`src/rtl/sine_sched_pkg.sv`:
```
// Shared types and constants for the sine sample scheduler.
package sine_sched_pkg;

   localparam int THETA_W = 8;
   localparam int SINE_W  = 9;

   typedef enum logic [2:0] {
      S_IDLE   = 3'd0,
      S_ADV    = 3'd1,
      S_ADDR   = 3'd2,
      S_CAP    = 3'd3,
      S_COMMIT = 3'd4
   } state_t;

   localparam state_t              RST_STATE   = S_IDLE;
   localparam logic [THETA_W-1:0]  RST_THETA   = '0;
   localparam logic [SINE_W-1:0]   RST_SINE    = '0;
   localparam logic                RST_VALID   = 1'b0;
   localparam logic                RST_BUSY    = 1'b0;
   localparam logic                RST_OVERRUN = 1'b0;

endpackage

```
`src/rtl/sine_phase_acc.sv`:
```
// Shared phase accumulator; theta is its top byte, rounded to nearest when
// SINE_PWM_SCHED_ROUND_EN is defined, truncated otherwise.
module sine_phase_acc
   import sine_sched_pkg::*;
#(
   parameter int ACC_W = 16
) (
   input  logic               clk_i,
   input  logic               rst_n_i,
   input  logic               enable_i,
   input  logic               adv_i,
   input  logic [ACC_W-1:0]   freq_word_i,
   output logic [THETA_W-1:0] theta_o
);

   logic [ACC_W-1:0] acc_q, acc_d;
   logic             unused_lsbs;

   always_comb begin
      acc_d = acc_q;
      if (!enable_i) begin
         acc_d = '0;
      end else if (adv_i) begin
         acc_d = acc_q + freq_word_i;
      end
   end

   always_ff @(posedge clk_i or negedge rst_n_i) begin
      if (!rst_n_i) begin
         acc_q <= '0;
      end else begin
         acc_q <= acc_d;
      end
   end

`ifdef SINE_PWM_SCHED_ROUND_EN
   // Half-LSB carry wraps 255 -> 0 through the 8-bit add.
   assign theta_o = acc_q[ACC_W-1 -: THETA_W] + THETA_W'(acc_q[ACC_W-THETA_W-1]);
`else
   assign theta_o = acc_q[ACC_W-1 -: THETA_W];
`endif

   assign unused_lsbs = ^acc_q[ACC_W-THETA_W-1:0];

endmodule

```
`src/rtl/sine_pwm_sched.sv`:
```
// Per-period sine sample scheduler sharing one external LUT across NUM_CH
// phase-shifted channels. Build option: SINE_PWM_SCHED_ROUND_EN (theta rounding).
//
// state  | meaning
// IDLE   | waiting for a carrier period strobe
// ADV    | accumulator advanced by FREQ_WORD, channel index reset
// ADDR   | LUT address for current channel registered
// CAP    | LUT result captured into the channel shadow
// COMMIT | all shadows copied to SAMPLE_OUT, SAMPLE_VALID pulses
module sine_pwm_sched
   import sine_sched_pkg::*;
#(
   parameter int NUM_CH = 3,
   parameter int ACC_W  = 16
) (
   input  logic                     CLK,
   input  logic                     RST_N,
   input  logic                     ENABLE,
   input  logic                     PERIOD_STB,
   input  logic [ACC_W-1:0]         FREQ_WORD,
   input  logic [8*NUM_CH-1:0]      PHASE_OFS,
   output logic [THETA_W-1:0]       LUT_THETA,
   input  logic [SINE_W-1:0]        LUT_SINE,
   output logic [SINE_W*NUM_CH-1:0] SAMPLE_OUT,
   output logic                     SAMPLE_VALID,
   output logic                     BUSY,
   output logic                     OVERRUN
);

   localparam int              CH_W    = (NUM_CH > 1) ? $clog2(NUM_CH) : 1;
   localparam logic [CH_W-1:0] CH_LAST = CH_W'(NUM_CH - 1);

   state_t                     state_q;
   logic [CH_W-1:0]            ch_q;
   logic [THETA_W-1:0]         lut_theta_q;
   logic [SINE_W-1:0]          shadow_q [NUM_CH];
   logic [SINE_W*NUM_CH-1:0]   sample_out_q;
   logic                       valid_q;
   logic                       busy_q;
   logic                       overrun_q;
   logic [THETA_W-1:0]         theta;
   logic [THETA_W-1:0]         ofs [NUM_CH];
   logic                       adv;

   always_comb begin
      for (int k = 0; k < NUM_CH; k++) begin
         ofs[k] = PHASE_OFS[8*k +: 8];
      end
   end

   assign adv = ENABLE && (state_q == S_ADV);

   sine_phase_acc #(
      .ACC_W (ACC_W)
   ) u_phase_acc (
      .clk_i       (CLK),
      .rst_n_i     (RST_N),
      .enable_i    (ENABLE),
      .adv_i       (adv),
      .freq_word_i (FREQ_WORD),
      .theta_o     (theta)
   );

   always_ff @(posedge CLK or negedge RST_N) begin
      if (!RST_N) begin
         state_q      <= RST_STATE;
         ch_q         <= '0;
         lut_theta_q  <= RST_THETA;
         for (int k = 0; k < NUM_CH; k++) begin
            shadow_q[k] <= RST_SINE;
         end
         sample_out_q <= '0;
         valid_q      <= RST_VALID;
         busy_q       <= RST_BUSY;
         overrun_q    <= RST_OVERRUN;
      end else begin
         valid_q   <= 1'b0;
         // A strobe arriving mid-scan is dropped, never queued.
         overrun_q <= PERIOD_STB && (state_q != S_IDLE);
         if (!ENABLE) begin
            state_q <= S_IDLE;
            busy_q  <= 1'b0;
         end else begin
            case (state_q)
               S_IDLE: begin
                  if (PERIOD_STB) begin
                     state_q <= S_ADV;
                     busy_q  <= 1'b1;
                  end
               end
               S_ADV: begin
                  ch_q    <= '0;
                  state_q <= S_ADDR;
               end
               S_ADDR: begin
                  lut_theta_q <= theta + ofs[ch_q];
                  state_q     <= S_CAP;
               end
               S_CAP: begin
                  shadow_q[ch_q] <= LUT_SINE;
                  if (ch_q == CH_LAST) begin
                     state_q <= S_COMMIT;
                  end else begin
                     ch_q    <= ch_q + 1'b1;
                     state_q <= S_ADDR;
                  end
               end
               S_COMMIT: begin
                  for (int k = 0; k < NUM_CH; k++) begin
                     sample_out_q[SINE_W*k +: SINE_W] <= shadow_q[k];
                  end
                  valid_q <= 1'b1;
                  busy_q  <= 1'b0;
                  state_q <= S_IDLE;
               end
               default: begin
                  state_q <= S_IDLE;
                  busy_q  <= 1'b0;
               end
            endcase
         end
      end
   end

   assign LUT_THETA    = lut_theta_q;
   assign SAMPLE_OUT   = sample_out_q;
   assign SAMPLE_VALID = valid_q;
   assign BUSY         = busy_q;
   assign OVERRUN      = overrun_q;

endmodule

```
`config.mk`:
```
export PLATFORM = sky130hd
export DESIGN_NAME = sine_pwm_sched
export DESIGN_NICKNAME = d
export VERILOG_FILES = /design/src/rtl/sine_sched_pkg.sv /design/src/rtl/sine_phase_acc.sv /design/src/rtl/sine_pwm_sched.sv
export SDC_FILE = /design/constraint.sdc
export NUM_CORES = 1
export LEC_CHECK = 0
export ABC_CLOCK_PERIOD_IN_PS = 3150
export CORE_MARGIN = 1.5
export CORE_UTILIZATION = 52
export CTS_CLUSTER_SIZE = 20
export DETAILED_ROUTE_END_ITERATION = 8
export PLACE_DENSITY = 0.83
export REMOVE_ABC_BUFFERS = 1
export SETUP_SLACK_MARGIN = 0.2
export SLEW_MARGIN = 20
export SYNTH_ARGS = -nofsm -noshare
export SYNTH_HDL_FRONTEND = slang
export SYNTH_SLANG_ARGS = --single-unit
```
`constraint.sdc`:
```
create_clock -name CLK -period 3.15 [get_ports CLK]
set_input_delay 0.4725 -clock CLK [delete_from_list [all_inputs] [get_ports CLK]]
set_output_delay 0.4725 -clock CLK [all_outputs]
set_load 0.005 [all_outputs]
```
==> flow_summary.ini <==
[outcome]
status = finished, final reports clean

[clock_network]
postCtsHoldBufs = 0
cts_buffer_depth = 2
cts-htree-levels = 3
insertion_delay_ps = 350
cts_resized = 0
cts_setup_buffers = 0
cts_made_buffers = 9
root_buffer = clkbuf_8
cts_tree = done
clk_pin_slew_ps = 90
cts_num_sinks = 86

[route]
wl_per_cell_microns = 15.51
drt_iter0_drc = 187
vias_per_cell = 5.487
finalWirelength_microns = 9134
antenna_left = 0
drc = 0
firstDrtPassIters = 4
vias = 3232

[cells_and_area]
drive_gt1_share_pct = 17.98
layout_common_cells = 89 x clkdlybuf4s50_1, 86 x dfrtp_1, 55 x mux2_2
fin_nets = 560
finish.utilization_pct = 68.33
layout_commonest_cell = clkdlybuf4s50_1
insertedDiodeCount = 0
area_delta_synth_final_pct = 27.62

[sta]
fin_crit_sh_pct = 83.39
timing.final.ws_setup_ps = 523.1
final.setup.tns_ps = 0
setup_viol = 0
finClkSkew_ps = 9.925
slew_violations = 0
slew_headroom_pct = 47.89
worst_pin_slew_ps = 781.6
finalHoldViolations = 0
rsz0062_at_grt = no
whs_ps = 136.9
post-route-min-period_ps = 2627
fmax_mhz = 380.7

[power_and_ir_drop]
leakagePower_nw = 2.633
power_mw = 2.846
ir_drop_mv = 0.2874
powerDensity_nw_per_um2 = 506.9

[floorplan]
core_sq_um = 8217
fp-row-count = 33
die-area_sq_um = 9021
die_x_microns = 94.98
ios = 91
die_height_microns = 94.98
start_util_pct = 53.54

[setup_path]
crit_chain = nor2_1 > buf_4 > nand2_1 > o21ai_0 > ha_1 > inv_1 > fa_1 > nor2b_1 > o21ai_0 > nand2b_1 > a21o_1 > a21oi_1 > xor2_1 > o21ai_1
rr_startpoint = ch_q[0]$_DFFE_PN0P_
path_max_fanout = 12
critPathKind = flop to flop
cpMostUsedCell = o21ai_0
max_stage_delay_ps = 670
worst_path_max_delay_cell = dfrtp_1
path_buf_inv = 2
start_kind = flop
worstPathRequired_ps = 3360
crit_start = ch_q[0]$_DFFE_PN0P_
end_kind = flop
crit_arrival_ps = 2840
critical_path.top_delay_family = flip-flops

[place]
place_congestion = 0.7979
place_ws_ps = 268.8
io_buffers = 90
hpwl_microns = 6633

[synth]
synth_warnings = 0
synth_seq_area_share_pct = 48.92
yosys.cell_types.count = 49
ys.flop_type = dfrtp_1
async_reset_ff_share_pct = 100.0
synth_edf_count = 0
syn-cell-area_sq_um = 4399
postSynthAreaPerCell_sq_um = 11.43
synth-seq-cells = 86
synthesis.instances = 385

[global_routing]
grt_overflow = 0
grt_max_degree = 87
grt_pass1_vias = 3162
grt_usage_pct = 21.71
grt_pass1_wl_microns = 14950
antenna_found_initial = 0

[run]
maxCapViolCount = 0

[worst_hold_path]
worstHoldPathType = input pin to async pin
[cell families after synthesis]
logic type	share of synthesized area, %
buffers and inverters	2.275
muxes	16.13
xor gates and xnor gates	3.384
DFF	48.92
and+or+nand+nor	9.357
adders and majority gates	8.021
AOI/OAI and AO/OA	11.92
[routing by layer]
layer / vias to the layer above / global-route usage [%] / routed length (microns)
met3: 11 / 4.187 / 387
met2: 69 / 35.83 / 4626
met1: 1590 / 28.17 / 3981
li1: 1562 / - / -
met4: 0 / 8.333 / 139
met5: - / 0 / 0
[cell type report]
type                       count  area (sq um)
fill                         638          2603
clock inverter                 6         71.32
sequential                    86          2152
inverter                      13         48.80
multi-input combinational    275          2147
clock buffer                   9         123.9
timing repair buffer          95         939.7
tap                          105         131.4
[registers in the layout (all words and copies together), names as in the netlist]
register           cells
SAMPLE_OUT            27
u_phase_acc.acc_q     16
BUSY                   1
state_q                3
LUT_THETA              8
shadow_q              27
ch_q                   2
OVERRUN                1
SAMPLE_VALID           1
[Yosys cell counts, types with 2 or more instances]
master,count,share of area [%]
dfrtp_1,86,49
mux2_2,55,14
o21ai_0,34,3.9
nand2_1,32,2.7
ha_1,25,7.1
a21oi_1,18,2.0
nor2_1,18,1.5
inv_1,13,1.1
xor2_1,11,2.2
mux2i_1,9,2.0
xnor2_1,6,1.2
nor2b_1,5,0.71
nor3_1,5,0.57
buf_2,4,0.46
clkbuf_1,4,0.34
o21a_1,4,0.68
a21o_1,3,0.51
and3_1,3,0.43
nand2_2,3,0.43
nand2b_1,3,0.43
nand3b_1,3,0.51
or3_1,3,0.43
a211o_1,2,0.40
a21boi_0,2,0.34
a21oi_2,2,0.40
a22o_1,2,0.40
a31oi_1,2,0.28
a32o_1,2,0.46
fa_1,2,0.91
nand3_1,2,0.23
nand4_1,2,0.28
o21ai_1,2,0.23
o31ai_1,2,0.34
[stage by stage]
step / instance area (sq um) / cells
after floorplan: 4348 / 374
after global placement: 5415 / 574
after detailed placement: 5415 / 574
after CTS: 5610 / 589
after global routing: 5614 / 589
final: 5614 / 589
[report_power, final]
| part | internal, mW | switching (mW) |
|---|---|---|
| Clock | 0.369 | 0.408 |
| Sequential | 1.26 | 0.0971 |
| Combinational | 0.404 | 0.310 |
| Total | 2.03 | 0.816 |
[path summary, 6_finish.rpt]
check,endpoint,slack (ps),cells after the start
min in group CLK,LUT_THETA[4]$_DFFE_PN0P_,480,2
setup reg to reg,LUT_THETA[6]$_DFFE_PN0P_,520,14
max in group asynchronous,shadow_q[10]$_DFFE_PN0P_,2440,1
hold reg to reg,LUT_THETA[4]$_DFFE_PN0P_,480,2
setup / recovery,LUT_THETA[6]$_DFFE_PN0P_,520,14
hold / removal,u_phase_acc.acc_q[7]$_DFFE_PN0P_,140,1
No activity file was read; power rests on OpenSTA's default activity.
